## config.mk

```make
export PLATFORM = sky130hd
export DESIGN_NAME = load_store_unit
export DESIGN_NICKNAME = d
export VERILOG_FILES = /design/src/rtl/load_store_unit.sv
export SDC_FILE = /design/constraint.sdc
export NUM_CORES = 1
export LEC_CHECK = 0
export CAP_MARGIN = 20
export CELL_PAD_IN_SITES_DETAIL_PLACEMENT = 1
export CELL_PAD_IN_SITES_GLOBAL_PLACEMENT = 2
export CORE_ASPECT_RATIO = 0.9
export CORE_MARGIN = 2
export CORE_UTILIZATION = 28
export CTS_BUF_LIST = sky130_fd_sc_hd__clkbuf_4 sky130_fd_sc_hd__clkbuf_8
export CTS_CLUSTER_SIZE = 14
export DETAILED_ROUTE_END_ITERATION = 12
export PLACE_DENSITY_LB_ADDON = 0.1
export SLEW_MARGIN = 20
export SYNTH_ARGS = -nofsm -noshare
export SYNTH_HDL_FRONTEND = slang
export SYNTH_SLANG_ARGS = --single-unit
```

## constraint.sdc

```tcl
create_clock -name clk -period 6.7 [get_ports clk]
set_input_delay 2.01 -clock clk [delete_from_list [all_inputs] [get_ports clk]]
set_output_delay 2.01 -clock clk [all_outputs]
set_load 0.01 [all_outputs]
```

## src/rtl/load_store_unit.sv

```systemverilog
`default_nettype none
// ---------------------------------------------------------------------------
// load_store_unit : RV32I byte/half/word loads and stores over a word-only RAM
// Rev 1.0
// ---------------------------------------------------------------------------
module load_store_unit #(
  parameter int MEM_WORDS = 64
) (
  input  logic        clk,
  input  logic        rst,
  input  logic        req,
  input  logic        req_we,
  input  logic [2:0]  req_funct3,
  input  logic [31:0] req_addr,
  input  logic [31:0] req_wdata,
  output logic        busy,
  output logic        done,
  output logic        err,
  output logic [31:0] rdata,
  output logic [31:0] mem_Adr,
  output logic [31:0] mem_WD,
  output logic        mem_WE,
  output logic        mem_OE,
  input  logic [31:0] mem_RD
);

  typedef enum logic [2:0] {
    IDLE   = 3'd0,
    LOAD   = 3'd1,
    STORE  = 3'd2,
    RMW_RD = 3'd3,
    RMW_WR = 3'd4,
    RESP   = 3'd5
  } state_t;

  localparam logic [31:0] c_mem_words = 32'(MEM_WORDS);

  state_t      r_state;
  state_t      w_next;
  logic [2:0]  r_funct3;
  logic [31:0] r_addr;
  logic [15:0] r_wdata;
  logic [31:0] r_rdata;
  logic [31:0] r_wd;
  logic        r_err;

  logic        w_err;
  logic [7:0]  w_byte;
  logic [15:0] w_half;
  logic [31:0] w_load_val;
  logic [31:0] w_merged;

  // All legality is decided on the raw request so an illegal access never touches memory.
  always_comb begin
    w_err = (req_funct3 == 3'b011) || (req_funct3[2:1] == 2'b11)
         || (req_we && req_funct3[2])
         || ((req_funct3[1:0] == 2'b01) && req_addr[0])
         || ((req_funct3[1:0] == 2'b10) && (req_addr[1:0] != 2'b00))
         || ({2'b00, req_addr[31:2]} >= c_mem_words);
  end

  always_comb begin
    w_next = r_state;
    case (r_state)
      IDLE: begin
        if (req) begin
          if (w_err)                          w_next = RESP;
          else if (!req_we)                   w_next = LOAD;
          else if (req_funct3[1:0] == 2'b10)  w_next = STORE;
          else                                w_next = RMW_RD;
        end
      end
      LOAD:    w_next = RESP;
      STORE:   w_next = RESP;
      RMW_RD:  w_next = RMW_WR;
      RMW_WR:  w_next = RESP;
      RESP:    w_next = IDLE;
      default: w_next = IDLE;
    endcase
  end

  always_comb begin
    w_half = r_addr[1] ? mem_RD[31:16] : mem_RD[15:0];
    case (r_addr[1:0])
      2'd0:    w_byte = mem_RD[7:0];
      2'd1:    w_byte = mem_RD[15:8];
      2'd2:    w_byte = mem_RD[23:16];
      default: w_byte = mem_RD[31:24];
    endcase
    case (r_funct3)
      3'b000:  w_load_val = {{24{w_byte[7]}}, w_byte};
      3'b001:  w_load_val = {{16{w_half[15]}}, w_half};
      3'b100:  w_load_val = {24'd0, w_byte};
      3'b101:  w_load_val = {16'd0, w_half};
      default: w_load_val = mem_RD;
    endcase
  end

  always_comb begin
    w_merged = mem_RD;
    if (r_funct3[0]) w_merged[{r_addr[1], 4'b0000} +: 16] = r_wdata;
    else             w_merged[{r_addr[1:0], 3'b000} +: 8] = r_wdata[7:0];
  end

  always_ff @(posedge clk) begin
    if (rst) begin
      r_state  <= IDLE;
      r_funct3 <= 3'd0;
      r_addr   <= 32'd0;
      r_wdata  <= 16'd0;
      r_rdata  <= 32'd0;
      r_wd     <= 32'd0;
      r_err    <= 1'b0;
    end else begin
      r_state <= w_next;
      if ((r_state == IDLE) && req) begin
        r_funct3 <= req_funct3;
        r_addr   <= req_addr;
        r_wdata  <= req_wdata[15:0];
        r_wd     <= req_wdata;
        r_err    <= w_err;
      end
      if (r_state == LOAD)   r_rdata <= w_load_val;
      if (r_state == RMW_RD) r_wd    <= w_merged;
    end
  end

  assign busy    = (r_state != IDLE);
  assign done    = (r_state == RESP);
  assign err     = (r_state == RESP) && r_err;
  assign rdata   = r_rdata;
  assign mem_Adr = {2'b00, r_addr[31:2]};
  assign mem_WD  = r_wd;
  assign mem_WE  = (r_state == STORE) || (r_state == RMW_WR);
  assign mem_OE  = (r_state == LOAD) || (r_state == RMW_RD);

endmodule
`default_nettype wire
```

== After elaboration in Yosys (flattened, before gate mapping) ==
Index checks and enable logic that the tools add are counted.
Word-level totals
  register bits after elaboration: 119
  bits of input ports: 103
  output and inout port bits: 101
  word-level logic and storage cells: 61
Operators by class
  add/subtract/negate cells: 2
  $lt $le $gt $ge: 1
  eq/ne operators: 15
  shifts and indexed selects: 4
  mux-type cells: 13
  reduce and logical (&&, ||, !) cells: 19
Operators with widths (count)
  32-bit case mux with 4 select lines: 1
  32-bit two-way mux: 3
  32-bit bitwise mux: 2
  16-bit by 7-bit variable shift with 32-bit output (first input constant): 1
  8-bit by 7-bit variable shift with 32-bit output (first input constant): 1
  16-bit by 7-bit indexed part select with 32-bit output: 1
  8-bit by 7-bit indexed part select with 32-bit output: 1
  30-bit by 7-bit >= comparator with 1-bit output (second input constant): 1
  8-bit case mux with 3 select lines: 1
  16-bit two-way mux: 1
  5-bit negation with 7-bit output: 2
  3-bit == test (second input constant): 4
  3-bit by 2-bit == test with 1-bit output (second input constant): 3
  3-bit case mux with 3 select lines: 1
  1-bit logical OR: 7
  2-bit == test (second input constant): 3
  3-bit by 1-bit == test with 1-bit output (second input constant): 2
  3-bit logical NOT: 2
  3-bit two-way mux: 2
  1-bit logical AND: 5
  2-bit by 1-bit == test with 1-bit output (second input constant): 2
  2-bit nonzero test: 2
  3-bit nonzero test: 1
  3-bit OR reduction: 1
  other kinds (4): 4

== Logic depth before layout (Yosys ltp) ==
Gate-level depths: netlist of run 1.
  word-level depth: 9
  mapped depth: 11
  gate-level depth less buffers: 6

== Worst setup path after synthesis of run 1 ==
OpenSTA, ideal clock, no wires.
  path type: input-to-reg
  from: in mem_RD[15]
  to: reg r_rdata[21] (netlist: rdata[21])
  setup time: 134 ps
  data arrival time: 2896 ps
  data required time: 6566 ps
  path slack: 3670 ps
  stages on the path: 5
  buffers on the path: 1
  path through: a22oi_1 a21oi_2 a211oi_4 buf_6 a211oi_1
Between the ends
  cells in the longest elaborated chain, start to end: 2
  elaborated cells on any way between the ends: 3
  classes of those cells: mux: 3
Ends and longest elaborated chain
  start: declaration: RTL line 24  | input logic [31:0] mem_RD
  8-bit case mux with 3 select lines / 16-bit two-way mux (equally long branches): RTL line 84, 83
  32-bit case mux with 4 select lines (*): RTL line 90  | case (r_funct3)
  end signal: assignment: RTL line 123  | if (r_state == LOAD) r_rdata <= w_load_val;
  end: declaration: RTL line 43  | logic [31:0] r_rdata;
Mark *: on every way between the ends. The rest lies on a longest branch, timed or not.
A chain may end at the register's enable or synchronous reset.

== Worst setup path in the final report of run 1 ==
  from: reg r_state[2]
  to: out err
Between the ends
  cells in the longest elaborated chain, start to end: 2
Ends and longest elaborated chain
  start: declaration: RTL line 38  | state_t r_state;
  start signal: assignment: RTL line 115  | r_state <= w_next;
  3-bit == test: RTL line 130  | assign err = (r_state == RESP) && r_err;
  1-bit logical AND: RTL line 130
  end: declaration: RTL line 18  | output logic err,
No other way between the ends.

==> impl_results.html, run 1 <==
<table>
<tr><th>Metric</th><th>Value</th></tr>
<tr><th colspan="2">Synth</th></tr>
<tr><td>Post-synthesis register bit count</td><td>between 100 and 150</td></tr>
<tr><td>Gate count after technology mapping</td><td>758</td></tr>
<tr><td>Proportion of synthesized chip area in sequential cells</td><td>0.3903</td></tr>
<tr><td>Fraction of registers with async set/reset</td><td>0</td></tr>
<tr><td>Yosys top cell by area</td><td>sky130_fd_sc_hd__dfxtp_1</td></tr>
<tr><td>Cell area after technology mapping</td><td>0.006103 sq mm</td></tr>
<tr><td>Most common cell in the netlist</td><td>sky130_fd_sc_hd__nand2_1</td></tr>
<tr><td>Top FF cell, synth</td><td>sky130_fd_sc_hd__dfxtp_1</td></tr>
<tr><td>Top post-synthesis cells by area</td><td>sky130_fd_sc_hd__dfxtp_1 (39%), sky130_fd_sc_hd__nand2_1 (12%), sky130_fd_sc_hd__a21oi_1 (6.6%)</td></tr>
<tr><td>Most used standard cells in the synthesized netlist</td><td>sky130_fd_sc_hd__nand2_1 (193), sky130_fd_sc_hd__dfxtp_1 (119), sky130_fd_sc_hd__a21oi_1 (80), sky130_fd_sc_hd__nor2_1 (47), sky130_fd_sc_hd__buf_4 (40)</td></tr>
<tr><td>Number of synthesized flops with an enable pin</td><td>0</td></tr>
<tr><td>Yosys top cell area share</td><td>0.3903</td></tr>
<tr><td>Syn avg cell area</td><td>8.052 sq um</td></tr>
<tr><td>Number of different library cells in the post-synthesis netlist</td><td>between 50 and 60</td></tr>
<tr><td>Number of warnings issued by yosys</td><td>0</td></tr>
<tr><th colspan="2">Power and ir drop</th></tr>
<tr><td>Switching part of the total</td><td>0.3175</td></tr>
<tr><td>Sequential share of power</td><td>0.400</td></tr>
<tr><td>Net switching power</td><td>0.6608 mW</td></tr>
<tr><td>Power per unit of standard cell area</td><td>247.1 mW/mm^2</td></tr>
<tr><td>Internal power of the cells</td><td>1.420 mW</td></tr>
<tr><td>Worst supply voltage drop on vdd</td><td>0.0001079 V</td></tr>
<tr><td>Total power</td><td>2.081 mW</td></tr>
<tr><td>Part of the total power dissipated in the clock network</td><td>0.332</td></tr>
<tr><td>Combinational share of power</td><td>0.268</td></tr>
<tr><td>Leakage power figure</td><td>2.781 nW</td></tr>
<tr><th colspan="2">Layout</th></tr>
<tr><td>Final Net Count</td><td>1005</td></tr>
<tr><td>Area added between synthesis and finish</td><td>37.97%</td></tr>
<tr><td>Final instance area</td><td>~0.0084 sq mm</td></tr>
<tr><td>Post-layout utilization of the core</td><td>0.3916</td></tr>
<tr><td>Final std cells w/o fill</td><td>between 1000 and 1500</td></tr>
<tr><td>Share of post-route cells with drive strength above 1</td><td>0.05831</td></tr>
<tr><td>Number of antenna repair diodes</td><td>0</td></tr>
<tr><th colspan="2">Drt</th></tr>
<tr><td>Vias per cell</td><td>roughly 5.2</td></tr>
<tr><td>Number of nets with antenna violations after routing</td><td>0</td></tr>
<tr><td>Routed vias</td><td>approximately 6200</td></tr>
<tr><td>Detailed Routing Iterations Pass 1</td><td>5</td></tr>
<tr><td>WL final</td><td>about 24 mm</td></tr>
<tr><td>Final routed wire length divided by cell count</td><td>20.07 um</td></tr>
<tr><td>Drt first-iter violations</td><td>479</td></tr>
<tr><td>Residual DRC count</td><td>0</td></tr>
<tr><th colspan="2">CTS</th></tr>
<tr><td>Count of clock tree sinks</td><td>119</td></tr>
<tr><td>CTS Hold Bufs</td><td>0</td></tr>
<tr><td>Clock input transition at the sequential cells of the worst setup and hold paths</td><td>~0.08 ns</td></tr>
<tr><td>Clock tree from TritonCTS</td><td>built</td></tr>
<tr><td>Post-cts sizing count</td><td>0</td></tr>
<tr><td>Root Buffer Master</td><td>sky130_fd_sc_hd__clkbuf_8</td></tr>
<tr><td>Clock latency of the later-clocked register in the worst-skew pair</td><td>0.45 ns</td></tr>
<tr><td>Buffers inserted by post-CTS timing repair</td><td>0</td></tr>
<tr><td>Buffer levels on the longest clock path</td><td>2</td></tr>
<tr><td>H-tree depth reported by CTS</td><td>4</td></tr>
<tr><td>Total CTS buffers</td><td>17</td></tr>
<tr><th colspan="2">Hold path</th></tr>
<tr><td>Worst hold path type</td><td>register to register</td></tr>
<tr><td>Hold Crit Depth</td><td>2</td></tr>
<tr><td>Beginning of the worst hold path</td><td>r_addr[23]</td></tr>
<tr><td>Worst Hold Path EP</td><td>r_addr[23]</td></tr>
<tr><th colspan="2">Die</th></tr>
<tr><td>Effective utilization at floorplan</td><td>0.2838</td></tr>
<tr><td>Area of the core</td><td>0.02150 sq mm</td></tr>
<tr><td>DIE AREA</td><td>between 0.02 and 0.025 sq mm</td></tr>
<tr><td>Die Height</td><td>144.1 um</td></tr>
<tr><td>Row count</td><td>51</td></tr>
<tr><td>Io pins</td><td>204</td></tr>
<tr><td>Die Span X</td><td>159.6 um</td></tr>
<tr><th colspan="2">Placement</th></tr>
<tr><td>Gp weighted congestion</td><td>0.8906</td></tr>
<tr><td>DP Cell Count</td><td>1168</td></tr>
<tr><td>Number of input and output port buffers inserted</td><td>201</td></tr>
<tr><td>Post-DP Area</td><td>0.008010 sq mm</td></tr>
<tr><td>Hpwl dp</td><td>17.52 mm</td></tr>
<tr><td>Worst setup timing slack at the placement stage</td><td>about 2.5 ns</td></tr>
<tr><th colspan="2">Setup path</th></tr>
<tr><td>Required time reported for the critical path endpoint</td><td>4.69 ns</td></tr>
<tr><td>CP arrival</td><td>around 1.9 ns</td></tr>
<tr><td>CP Launch Type</td><td>register</td></tr>
<tr><td>Worst R2R Setup Slack</td><td>3.89 ns</td></tr>
<tr><td>Top fanout value on the critical path</td><td>10</td></tr>
<tr><td>Startpoint of the most critical register-to-register path</td><td>r_addr[1]</td></tr>
<tr><td>Worst Reg-to-Reg Cells</td><td>7</td></tr>
<tr><td>Kind of capture point of the worst setup path</td><td>output port</td></tr>
<tr><td>Startpoint-to-endpoint class of the critical path</td><td>register to output port</td></tr>
<tr><td>Worst flop-to-flop path endpoint</td><td>rdata[16]</td></tr>
<tr><th colspan="2">Global route</th></tr>
<tr><td>Global-route wire length before repair</td><td>36.74 mm</td></tr>
<tr><td>Aggregate global-route resource usage</td><td>0.2064</td></tr>
<tr><td>Antenna violations before repair</td><td>0</td></tr>
<tr><td>GRT overflow</td><td>0</td></tr>
<tr><td>Pin count of the biggest net entering global routing</td><td>68</td></tr>
<tr><td>Via count of the first global-routing pass</td><td>6470</td></tr>
<tr><th colspan="2">Timing</th></tr>
<tr><td>Final setup viols</td><td>0</td></tr>
<tr><td>Final clock skew</td><td>roughly 0.011 ns</td></tr>
<tr><td>Final worst-path cycle share</td><td>0.5829</td></tr>
<tr><td>Max-slew headroom at the worst pin</td><td>0.4034</td></tr>
<tr><td>Worst hold slack</td><td>0.4584 ns</td></tr>
<tr><td>Setup total negative slack</td><td>0 ns</td></tr>
<tr><td>Post-route setup slack</td><td>2.794 ns</td></tr>
<tr><td>Worst Tran Pin Value</td><td>roughly 0.89 ns</td></tr>
<tr><td>Fin crit period</td><td>3.906 ns</td></tr>
<tr><td>Peak clock frequency supported by timing</td><td>256.0 MHz</td></tr>
<tr><td>Max-slew violation total from the final report</td><td>0</td></tr>
<tr><td>Setup repair after global routing missed its margin</td><td>false</td></tr>
<tr><td>Final Hold Fails</td><td>0</td></tr>
<tr><th colspan="2">Status</th></tr>
<tr><td>Status</td><td>complete, no violations</td></tr>
<tr><th colspan="2">Run</th></tr>
<tr><td>Number of violations of the max-capacitance limit</td><td>0</td></tr>
</table>
[kinds of logic (layout without fill, tap and decap cells)]
logic type	Yosys count	after routing	share of synthesized area
flip-flops	119	119	0.3903
AO/OA/AOI/OAI	225	225	0.2640
adder cells (fa/ha/maj)	6	6	0.01230
other	1	2	0.0006144
multiplexers	17	17	0.02788
AND/OR/NAND/NOR	287	287	0.2073
XOR/XNOR	2	2	0.002871
buffers and inverters	101	251	0.09471
[how the worst max path moves through the flow]
stage | startpoint | to | slack, ns
2_1_floorplan | mem_RD[15] | rdata[21] | 3.67
3_3_place_gp | req_addr[31] | r_state[0] | 2.62
3_5_place_dp | req | mem_WD[28] | 2.53
4_1_cts | r_state[2] | err | 2.74
5_1_grt | r_state[2] | err | 2.63
6_report | r_state[2] | err | 2.79
[worst max-delay path, cell delays in order (launching register included)]
cell and delay [ns]:
sky130_fd_sc_hd__dfxtp_1 0.56, sky130_fd_sc_hd__and3b_1 0.24, sky130_fd_sc_hd__and2_1 0.12, sky130_fd_sc_hd__clkdlybuf4s50_1 0.54
[layer usage]
layer	global-route usage	wire, um	share of wire	up-vias
met2	0.3240	10790	0.45	194
met1	0.2817	11510	0.48	3034
met3	0.04761	1347	0.056	30
li1	-	-	-	2957
met5	0	0	0	-
met4	0.06507	437	0.018	0
[placed cells by master, fill, tap and decap left out, types with 2 or more instances in the layout]
cell / count
sky130_fd_sc_hd__nor3_1: 3
sky130_fd_sc_hd__nor2b_1: 2
sky130_fd_sc_hd__a2bb2oi_1: 7
sky130_fd_sc_hd__bufinv_16: 3
sky130_fd_sc_hd__clkbuf_8: 18
sky130_fd_sc_hd__nand2b_1: 11
sky130_fd_sc_hd__a21boi_0: 4
sky130_fd_sc_hd__a311oi_1: 24
sky130_fd_sc_hd__a21boi_2: 2
sky130_fd_sc_hd__ha_1: 6
sky130_fd_sc_hd__dfxtp_1: 119
sky130_fd_sc_hd__nor4_1: 8
sky130_fd_sc_hd__o21ai_0: 10
sky130_fd_sc_hd__nor2_1: 47
sky130_fd_sc_hd__conb_1: 2
sky130_fd_sc_hd__a21oi_1: 80
sky130_fd_sc_hd__clkdlybuf4s50_1: 200
sky130_fd_sc_hd__o41ai_1: 7
sky130_fd_sc_hd__a221oi_1: 19
sky130_fd_sc_hd__o22ai_1: 5
sky130_fd_sc_hd__mux2i_1: 17
sky130_fd_sc_hd__a211oi_1: 27
sky130_fd_sc_hd__a22oi_1: 13
sky130_fd_sc_hd__inv_1: 7
sky130_fd_sc_hd__buf_4: 11
sky130_fd_sc_hd__a221o_1: 16
sky130_fd_sc_hd__clkinvlp_4: 6
sky130_fd_sc_hd__and3b_1: 2
sky130_fd_sc_hd__nand3b_1: 8
sky130_fd_sc_hd__clkinv_2: 4
sky130_fd_sc_hd__nand2_1: 192
[registers in the layout, summed over array words and instances, names as in the netlist]
signal and flops:
r_funct3 3, r_err 1, r_state 3, r_addr 32
mem_WD 32, rdata 32, r_wdata 16
[power by group through the flow]
stage | Clock [mW] | Sequential, mW | Combinational [mW]
floorplan | 0 | 0.850 | 0.297
finish | 0.690 | 0.833 | 0.557
detailed placement | 0 | 0.850 | 0.558
global placement | 0 | 0.847 | 0.545
CTS | 0.708 | 0.835 | 0.561
global route | 0.736 | 0.842 | 0.609
[layout make-up]
cell class                 count  area (sq um)
timing repair buffer         211          2085
sequential                   119          2382
tap                          291         364.1
clock buffer                  19         255.2
fill                        2542         13080
clock inverter                13         155.1
multi-input combinational    539          3149
inverter                       8         30.03
No activity file was read; power rests on OpenSTA's default activity.
==> run 2: changes to the inputs <==
--- a/config.mk
+++ b/config.mk
@@ -10,7 +10,7 @@
 export CELL_PAD_IN_SITES_GLOBAL_PLACEMENT = 2
 export CORE_ASPECT_RATIO = 0.9
 export CORE_MARGIN = 2
-export CORE_UTILIZATION = 28
+export CORE_UTILIZATION = 24
 export CTS_BUF_LIST = sky130_fd_sc_hd__clkbuf_4 sky130_fd_sc_hd__clkbuf_8
 export CTS_CLUSTER_SIZE = 14
 export DETAILED_ROUTE_END_ITERATION = 12
==> constraint.sdc (replaced) <==
create_clock -name clk -period 3.3 [get_ports clk]
set_input_delay 0.99 -clock clk [delete_from_list [all_inputs] [get_ports clk]]
set_output_delay 0.99 -clock clk [all_outputs]
set_load 0.01 [all_outputs]
==> run 2 against run 1 <==
Critical path depth did not move. Worst setup slack got worse by 2.4 ns. Count of clock-buffer cells in the layout rose by 2. Flip-flop and latch count did not move. Critical endpoint unchanged. Critical path type unchanged.
==> impl_results.html, run 2 (synthesis results as in run 1) <==
<table>
<tr><th>Metric</th><th>Value</th></tr>
<tr><th colspan="2">Status</th></tr>
<tr><td>Status</td><td>complete, no violations (unchanged)</td></tr>
<tr><th colspan="2">Layout</th></tr>
<tr><td>Final Net Count</td><td>1014 (was 1005)</td></tr>
<tr><td>Number of antenna repair diodes</td><td>0 (unchanged)</td></tr>
<tr><td>Most used cells in the layout excluding fill and tap cells</td><td>sky130_fd_sc_hd__clkdlybuf4s50_1 (200), sky130_fd_sc_hd__nand2_1 (192), sky130_fd_sc_hd__dfxtp_1 (119) (unchanged)</td></tr>
<tr><td>Final instance area</td><td>0.008618 sq mm (was 0.008421 sq mm)</td></tr>
<tr><td>Area added between synthesis and finish</td><td>41.21% (was 37.97%)</td></tr>
<tr><td>Share of post-route cells with drive strength above 1</td><td>0.06550 (was 0.05831)</td></tr>
<tr><td>Leading cell type in the layout, fill and taps excluded</td><td>sky130_fd_sc_hd__clkdlybuf4s50_1 (unchanged)</td></tr>
<tr><th colspan="2">Timing</th></tr>
<tr><td>Peak clock frequency supported by timing</td><td>343.4 MHz</td></tr>
<tr><td>Final Hold Fails</td><td>0 (unchanged)</td></tr>
<tr><td>Setup total negative slack</td><td>0 ns (unchanged)</td></tr>
<tr><td>Final worst-path cycle share</td><td>0.8824</td></tr>
<tr><td>Max-slew headroom at the worst pin</td><td>0.4034 (about the same)</td></tr>
<tr><td>Max-slew violation total from the final report</td><td>0 (unchanged)</td></tr>
<tr><td>Fin crit period</td><td>between 2 and 3 ns</td></tr>
<tr><td>Setup repair after global routing missed its margin</td><td>false (unchanged)</td></tr>
<tr><td>Final setup viols</td><td>0 (unchanged)</td></tr>
<tr><td>Final clock skew</td><td>0.01256 ns (was 0.01143 ns)</td></tr>
<tr><td>Worst Tran Pin Value</td><td>0.8928 ns (was 0.8950 ns)</td></tr>
<tr><th colspan="2">Die</th></tr>
<tr><td>Area of the core</td><td>0.02505 sq mm (was 0.02150 sq mm)</td></tr>
<tr><td>Effective utilization at floorplan</td><td>0.2437 (was 0.2838)</td></tr>
<tr><td>Die Span X</td><td>172.1 um (was 159.6 um)</td></tr>
<tr><td>Io pins</td><td>204 (unchanged)</td></tr>
<tr><td>Die Height</td><td>155.3 um (was 144.1 um)</td></tr>
<tr><td>Row count</td><td>55 (was 51)</td></tr>
<tr><td>DIE AREA</td><td>0.02672 sq mm (was 0.02300 sq mm)</td></tr>
<tr><th colspan="2">Global route</th></tr>
<tr><td>Via count of the first global-routing pass</td><td>6473 (was 6470)</td></tr>
<tr><td>Pin count of the biggest net entering global routing</td><td>56 (was 68)</td></tr>
<tr><td>Aggregate global-route resource usage</td><td>0.1897 (was 0.2064)</td></tr>
<tr><td>Global-route wire length before repair</td><td>38.23 mm (was 36.74 mm)</td></tr>
<tr><td>GRT overflow</td><td>0 (unchanged)</td></tr>
<tr><td>Antenna violations before repair</td><td>0 (unchanged)</td></tr>
<tr><th colspan="2">CTS</th></tr>
<tr><td>Buffer levels on the longest clock path</td><td>2 (unchanged)</td></tr>
<tr><td>Buffers inserted by post-CTS timing repair</td><td>0 (unchanged)</td></tr>
<tr><td>Clock input transition at the sequential cells of the worst setup and hold paths</td><td>0.08 ns (about the same)</td></tr>
<tr><td>Total CTS buffers</td><td>17 (unchanged)</td></tr>
<tr><td>Clock latency of the later-clocked register in the worst-skew pair</td><td>0.44 ns (was 0.45 ns)</td></tr>
<tr><td>Root Buffer Master</td><td>sky130_fd_sc_hd__clkbuf_8 (unchanged)</td></tr>
<tr><td>Count of clock tree sinks</td><td>119 (unchanged)</td></tr>
<tr><td>Post-cts sizing count</td><td>0 (unchanged)</td></tr>
<tr><td>H-tree depth reported by CTS</td><td>4 (unchanged)</td></tr>
<tr><td>Clock tree from TritonCTS</td><td>built (unchanged)</td></tr>
<tr><td>CTS Hold Bufs</td><td>0 (unchanged)</td></tr>
<tr><th colspan="2">Setup path</th></tr>
<tr><td>Top fanout value on the critical path</td><td>10 (unchanged)</td></tr>
<tr><td>Required time reported for the critical path endpoint</td><td>2.31 ns (was 4.69 ns)</td></tr>
<tr><td>Startpoint-to-endpoint class of the critical path</td><td>register to output port (unchanged)</td></tr>
<tr><td>Kind of capture point of the worst setup path</td><td>output port (unchanged)</td></tr>
<tr><td>Crit-path leading delay family</td><td>flip-flops (unchanged)</td></tr>
<tr><td>CP Launch Type</td><td>register (unchanged)</td></tr>
<tr><td>Critical Path, Cell by Cell</td><td>and3b_1, and2_1, clkdlybuf4s50_1 (unchanged)</td></tr>
<tr><td>Combined buffer and inverter count along the critical path</td><td>1 (unchanged)</td></tr>
<tr><td>CP arrival</td><td>1.92 ns (was 1.90 ns)</td></tr>
<tr><td>Slowest stage cell on the critical path</td><td>sky130_fd_sc_hd__dfxtp_1 (unchanged)</td></tr>
<tr><td>Slowest Stage Delay on Critical Path</td><td>0.59 ns (was 0.56 ns)</td></tr>
<tr><th colspan="2">Drt</th></tr>
<tr><td>Residual DRC count</td><td>0 (unchanged)</td></tr>
<tr><td>Detailed Routing Iterations Pass 1</td><td>5 (unchanged)</td></tr>
<tr><td>Final routed wire length divided by cell count</td><td>20.25 um (was 20.07 um)</td></tr>
<tr><td>Drt first-iter violations</td><td>428 (was 479)</td></tr>
<tr><td>Number of nets with antenna violations after routing</td><td>0 (unchanged)</td></tr>
<tr><td>Vias per cell</td><td>4.940 (was 5.179)</td></tr>
<tr><td>Routed vias</td><td>6214 (was 6215)</td></tr>
<tr><td>WL final</td><td>25.47 mm (was 24.09 mm)</td></tr>
<tr><th colspan="2">Placement</th></tr>
<tr><td>Gp weighted congestion</td><td>0.8201 (was 0.8906)</td></tr>
<tr><td>Post-DP Area</td><td>0.008192 sq mm (was 0.008010 sq mm)</td></tr>
<tr><td>Number of input and output port buffers inserted</td><td>201 (unchanged)</td></tr>
<tr><td>Hpwl dp</td><td>18.91 mm (was 17.52 mm)</td></tr>
<tr><th colspan="2">Run</th></tr>
<tr><td>Number of violations of the max-capacitance limit</td><td>0 (unchanged)</td></tr>
<tr><th colspan="2">Power and ir drop</th></tr>
<tr><td>Worst supply voltage drop on vdd</td><td>0.0001887 V (was 0.0001079 V)</td></tr>
<tr><td>Total power</td><td>4.341 mW (was 2.081 mW)</td></tr>
<tr><td>Power per unit of standard cell area</td><td>503.7 mW/mm^2 (was 247.1 mW/mm^2)</td></tr>
<tr><td>Leakage power figure</td><td>2.863 nW (was 2.781 nW)</td></tr>
<tr><th colspan="2">Hold path</th></tr>
<tr><td>Worst hold path type</td><td>register to register (unchanged)</td></tr>
</table>
[run 2: per-stage QoR]
stage | util | hold slack, ns | setup slack, ns | std cells
2_1_floorplan | - | 0.4367 | 0.9594 | 759
3_3_place_gp | 0.3270 | 0.4427 | 0.3561 | 1228
3_5_place_dp | 0.3270 | 0.4497 | 0.2616 | 1228
4_1_cts | 0.3441 | 0.4594 | 0.3284 | 1258
5_1_grt | 0.3441 | 0.4873 | 0.2512 | 1258
6_report | 0.3441 | 0.4555 | 0.3882 | 1258
[run 2: path summary, 6_finish.rpt]
kind                             endpoint  cells after the start  slack (ns)       start
worst min-delay path            r_addr[6]                      2        0.46   r_addr[6]
worst max register to register  rdata[30]                      6        0.67   r_addr[1]
worst max-delay path                  err                      3        0.39  r_state[2]
worst min register to register  r_addr[6]                      2        0.46   r_addr[6]
[run 2: final cells by class]
cell class                 instances  area [sq um]
multi-input combinational        539          3149
fill                            2972         16430
inverter                           8         30.03
tap                              342         427.9
sequential                       119          2382
clock buffer                      21         276.5
clock inverter                     9         150.1
timing repair buffer             220          2202
[run 2: power breakdown]
group	internal, mW	switching [mW]
Clock	0.868	0.609
Sequential	1.58	0.123
Combinational	0.560	0.601
[run 2: layer usage]
layer / vias up / routed length [um] / track usage / share of wire
met3: 15 / 1525 / 0.04604 / 0.060
met5: - / 0 / 0 / 0
met2: 183 / 11630 / 0.2960 / 0.46
li1: 2974 / - / - / -
met1: 3042 / 12110 / 0.2666 / 0.48
met4: 0 / 198 / 0.03601 / 0.0078
[run 2: tightest hold or removal path, stage by stage, from the launching register on]
cell and delay (ns):
sky130_fd_sc_hd__dfxtp_1 0.31, sky130_fd_sc_hd__nand2_1 0.05, sky130_fd_sc_hd__a21oi_1 0.05
==> run 3: changes to the inputs <==
--- a/config.mk
+++ b/config.mk
@@ -8,7 +8,7 @@
 export CAP_MARGIN = 20
 export CELL_PAD_IN_SITES_DETAIL_PLACEMENT = 1
 export CELL_PAD_IN_SITES_GLOBAL_PLACEMENT = 2
-export CORE_ASPECT_RATIO = 0.9
+export CORE_ASPECT_RATIO = 0.7
 export CORE_MARGIN = 2
 export CORE_UTILIZATION = 24
 export CTS_BUF_LIST = sky130_fd_sc_hd__clkbuf_4 sky130_fd_sc_hd__clkbuf_8
==> run 3 against run 2 <==
Flip-flop and latch count is the same. Sequential share of layout area grew 0.36 points. Count of clock-buffer cells in the layout grew 1. First-iteration DRC count is 3.5% lower. Critical path type unchanged. Highest routed layer is now met5.
==> impl_results.html, run 3 (synthesis results as in run 1) <==
<table>
<tr><th>Metric</th><th>Value</th></tr>
<tr><th colspan="2">Placement</th></tr>
<tr><td>Number of input and output port buffers inserted</td><td>201 (unchanged)</td></tr>
<tr><td>DP Cell Count</td><td>1209 (was 1228)</td></tr>
<tr><td>Worst setup timing slack at the placement stage</td><td>0.1684 ns (was 0.2616 ns)</td></tr>
<tr><td>Hpwl dp</td><td>19.87 mm (was 18.91 mm)</td></tr>
<tr><td>Gp weighted congestion</td><td>0.8664 (was 0.8201)</td></tr>
<tr><th colspan="2">Timing</th></tr>
<tr><td>Setup total negative slack</td><td>0 ns (unchanged)</td></tr>
<tr><td>Max-slew violation total from the final report</td><td>0 (unchanged)</td></tr>
<tr><td>Worst hold slack</td><td>0.4546 ns (was 0.4555 ns)</td></tr>
<tr><td>Setup repair after global routing missed its margin</td><td>false (unchanged)</td></tr>
<tr><td>Peak clock frequency supported by timing</td><td>340.8 MHz (was 343.4 MHz)</td></tr>
<tr><td>Worst Tran Pin Value</td><td>0.9615 ns (was 0.8928 ns)</td></tr>
<tr><td>Max-slew headroom at the worst pin</td><td>0.3590 (was 0.4034)</td></tr>
<tr><td>Final worst-path cycle share</td><td>0.8892 (was 0.8824)</td></tr>
<tr><td>Fin crit period</td><td>2.934 ns (was 2.912 ns)</td></tr>
<tr><td>Final clock skew</td><td>0.008419 ns (was 0.01256 ns)</td></tr>
<tr><td>Final Hold Fails</td><td>0 (unchanged)</td></tr>
<tr><td>Post-route setup slack</td><td>0.3657 ns (was 0.3882 ns)</td></tr>
<tr><td>Final setup viols</td><td>0 (unchanged)</td></tr>
<tr><th colspan="2">Drt</th></tr>
<tr><td>Residual DRC count</td><td>0 (unchanged)</td></tr>
<tr><td>Final routed wire length divided by cell count</td><td>21.51 um (was 20.25 um)</td></tr>
<tr><td>Drt first-iter violations</td><td>413 (was 428)</td></tr>
<tr><td>Number of nets with antenna violations after routing</td><td>0 (unchanged)</td></tr>
<tr><td>WL final</td><td>26.67 mm (was 25.47 mm)</td></tr>
<tr><td>Routed vias</td><td>6320 (was 6214)</td></tr>
<tr><td>Detailed Routing Iterations Pass 1</td><td>4 (was 5)</td></tr>
<tr><td>Vias per cell</td><td>5.097 (was 4.940)</td></tr>
<tr><th colspan="2">Global route</th></tr>
<tr><td>Global-route wire length before repair</td><td>39.70 mm (was 38.23 mm)</td></tr>
<tr><td>Via count of the first global-routing pass</td><td>6487 (was 6473)</td></tr>
<tr><td>GRT overflow</td><td>0 (unchanged)</td></tr>
<tr><td>Antenna violations before repair</td><td>1 (was 0)</td></tr>
<tr><td>Aggregate global-route resource usage</td><td>0.1988 (was 0.1897)</td></tr>
<tr><td>Pin count of the biggest net entering global routing</td><td>52 (was 56)</td></tr>
<tr><th colspan="2">Run</th></tr>
<tr><td>Number of violations of the max-capacitance limit</td><td>0 (unchanged)</td></tr>
<tr><th colspan="2">Power and ir drop</th></tr>
<tr><td>Leakage power figure</td><td>2.828 nW (was 2.863 nW)</td></tr>
<tr><td>Net switching power</td><td>1.367 mW (was 1.333 mW)</td></tr>
<tr><td>Sequential share of power</td><td>0.403 (was 0.392)</td></tr>
<tr><td>Power per unit of standard cell area</td><td>497.1 mW/mm^2 (was 503.7 mW/mm^2)</td></tr>
<tr><td>Switching part of the total</td><td>0.3232 (was 0.3070)</td></tr>
<tr><td>Worst supply voltage drop on vdd</td><td>0.0002400 V (was 0.0001887 V)</td></tr>
<tr><td>Part of the total power dissipated in the clock network</td><td>0.325 (was 0.340)</td></tr>
<tr><td>Total power</td><td>4.229 mW (was 4.341 mW)</td></tr>
<tr><td>Internal power of the cells</td><td>2.862 mW (was 3.008 mW)</td></tr>
<tr><td>Combinational share of power</td><td>0.271 (was 0.267)</td></tr>
<tr><th colspan="2">CTS</th></tr>
<tr><td>Buffers inserted by post-CTS timing repair</td><td>0 (unchanged)</td></tr>
<tr><td>Root Buffer Master</td><td>sky130_fd_sc_hd__clkbuf_8 (unchanged)</td></tr>
<tr><td>Count of clock tree sinks</td><td>119 (unchanged)</td></tr>
<tr><td>Clock input transition at the sequential cells of the worst setup and hold paths</td><td>0.07 ns (was 0.08 ns)</td></tr>
<tr><td>Total CTS buffers</td><td>17 (unchanged)</td></tr>
<tr><td>Post-cts sizing count</td><td>0 (unchanged)</td></tr>
<tr><td>Clock latency of the later-clocked register in the worst-skew pair</td><td>0.46 ns (was 0.44 ns)</td></tr>
<tr><td>CTS Hold Bufs</td><td>0 (unchanged)</td></tr>
<tr><td>Clock tree from TritonCTS</td><td>built (unchanged)</td></tr>
<tr><td>H-tree depth reported by CTS</td><td>4 (unchanged)</td></tr>
<tr><td>Buffer levels on the longest clock path</td><td>2 (unchanged)</td></tr>
<tr><th colspan="2">Setup path</th></tr>
<tr><td>Top fanout value on the critical path</td><td>10 (unchanged)</td></tr>
<tr><td>CP arrival</td><td>1.94 ns (was 1.92 ns)</td></tr>
<tr><td>Worst Reg-to-Reg Cells</td><td>6 (unchanged)</td></tr>
<tr><td>CP Launch Type</td><td>register (unchanged)</td></tr>
<tr><td>Kind of capture point of the worst setup path</td><td>output port (unchanged)</td></tr>
<tr><td>Required time reported for the critical path endpoint</td><td>2.31 ns (about the same)</td></tr>
<tr><td>Startpoint-to-endpoint class of the critical path</td><td>register to output port (unchanged)</td></tr>
<tr><th colspan="2">Status</th></tr>
<tr><td>Status</td><td>complete, no violations (unchanged)</td></tr>
<tr><th colspan="2">Layout</th></tr>
<tr><td>Share of post-route cells with drive strength above 1</td><td>0.06448 (was 0.06550)</td></tr>
<tr><td>Area added between synthesis and finish</td><td>39.40% (was 41.21%)</td></tr>
<tr><td>Number of antenna repair diodes</td><td>0 (unchanged)</td></tr>
<tr><td>Leading cell type in the layout, fill and taps excluded</td><td>sky130_fd_sc_hd__clkdlybuf4s50_1 (unchanged)</td></tr>
<tr><td>Final std cells w/o fill</td><td>1240 (was 1258)</td></tr>
<tr><td>Final Net Count</td><td>1012 (was 1014)</td></tr>
<tr><td>Most used cells in the layout excluding fill and tap cells</td><td>sky130_fd_sc_hd__clkdlybuf4s50_1 (200), sky130_fd_sc_hd__nand2_1 (192), sky130_fd_sc_hd__dfxtp_1 (119) (unchanged)</td></tr>
<tr><th colspan="2">Die</th></tr>
<tr><td>Row count</td><td>48 (was 55)</td></tr>
<tr><td>Die Span X</td><td>194.6 um (was 172.1 um)</td></tr>
<tr><td>Area of the core</td><td>0.02480 sq mm (was 0.02505 sq mm)</td></tr>
<tr><td>Io pins</td><td>204 (unchanged)</td></tr>
<tr><td>DIE AREA</td><td>0.02674 sq mm (was 0.02672 sq mm)</td></tr>
<tr><td>Die Height</td><td>137.4 um (was 155.3 um)</td></tr>
<tr><td>Effective utilization at floorplan</td><td>0.2461 (was 0.2437)</td></tr>
<tr><th colspan="2">Hold path</th></tr>
<tr><td>Hold Crit Depth</td><td>2 (unchanged)</td></tr>
<tr><td>Worst hold path type</td><td>register to register (unchanged)</td></tr>
</table>
[run 3: cell types whose count changed in the layout (fill, tap and decap cells not counted)]
cell                        before  now
sky130_fd_sc_hd__buf_12          4    1
sky130_fd_sc_hd__buf_4          16   17
sky130_fd_sc_hd__bufinv_16       4    2
sky130_fd_sc_hd__clkbuf_8       19   20
sky130_fd_sc_hd__clkinv_2        3    5
[run 3: power groups by stage]
| stage | sequential [mW] | clock (mW) | combinational (mW) |
|---|---|---|---|
| after floorplan | 1.73 | 0 | 0.603 |
| after global placement | 1.73 | 0 | 1.13 |
| after detailed placement | 1.74 | 0 | 1.15 |
| after CTS | 1.71 | 1.43 | 1.16 |
| after global routing | 1.73 | 1.49 | 1.25 |
| final | 1.71 | 1.37 | 1.15 |
[run 3: area by class of cell]
type | count | area [sq um]
Fill cell | 2910 | 16300
Multi-Input combinational cell | 539 | 3149
Sequential cell | 119 | 2382
Timing Repair Buffer | 218 | 2150
Tap cell | 325 | 406.6
Clock buffer | 22 | 290.3
Clock inverter | 9 | 100.1
Inverter | 8 | 30.03
[run 3: final timing paths]
kind	from	end	slack (ns)
worst max-delay path	r_state[2]	err	0.37
worst min-delay path	r_addr[20]	r_addr[20]	0.45
worst max register to register	r_addr[1]	rdata[27]	0.53
worst min register to register	r_addr[20]	r_addr[20]	0.45
[run 3: metrics by stage]
step / cell area (sq um) / utilization
floorplan: 6107 / -
global placement: 8118 / 0.3273
detailed placement: 8118 / 0.3273
CTS: 8508 / 0.3430
global route: 8508 / 0.3430
finish: 8508 / 0.3430
[run 3: critical path, cell delays in order (launching register included)]
cell and delay (ns):
sky130_fd_sc_hd__dfxtp_1 0.59, sky130_fd_sc_hd__and3b_1 0.23, sky130_fd_sc_hd__and2_1 0.13, sky130_fd_sc_hd__clkdlybuf4s50_1 0.53
[run 3: routing by layer]
metal  global-route usage  wire, um  up-vias
li1                     -         -     2982
met1               0.2705     12810     3139
met2               0.3084     11830      169
met3              0.05165      1643       28
met4              0.06154       370        2
met5                    0        13        -
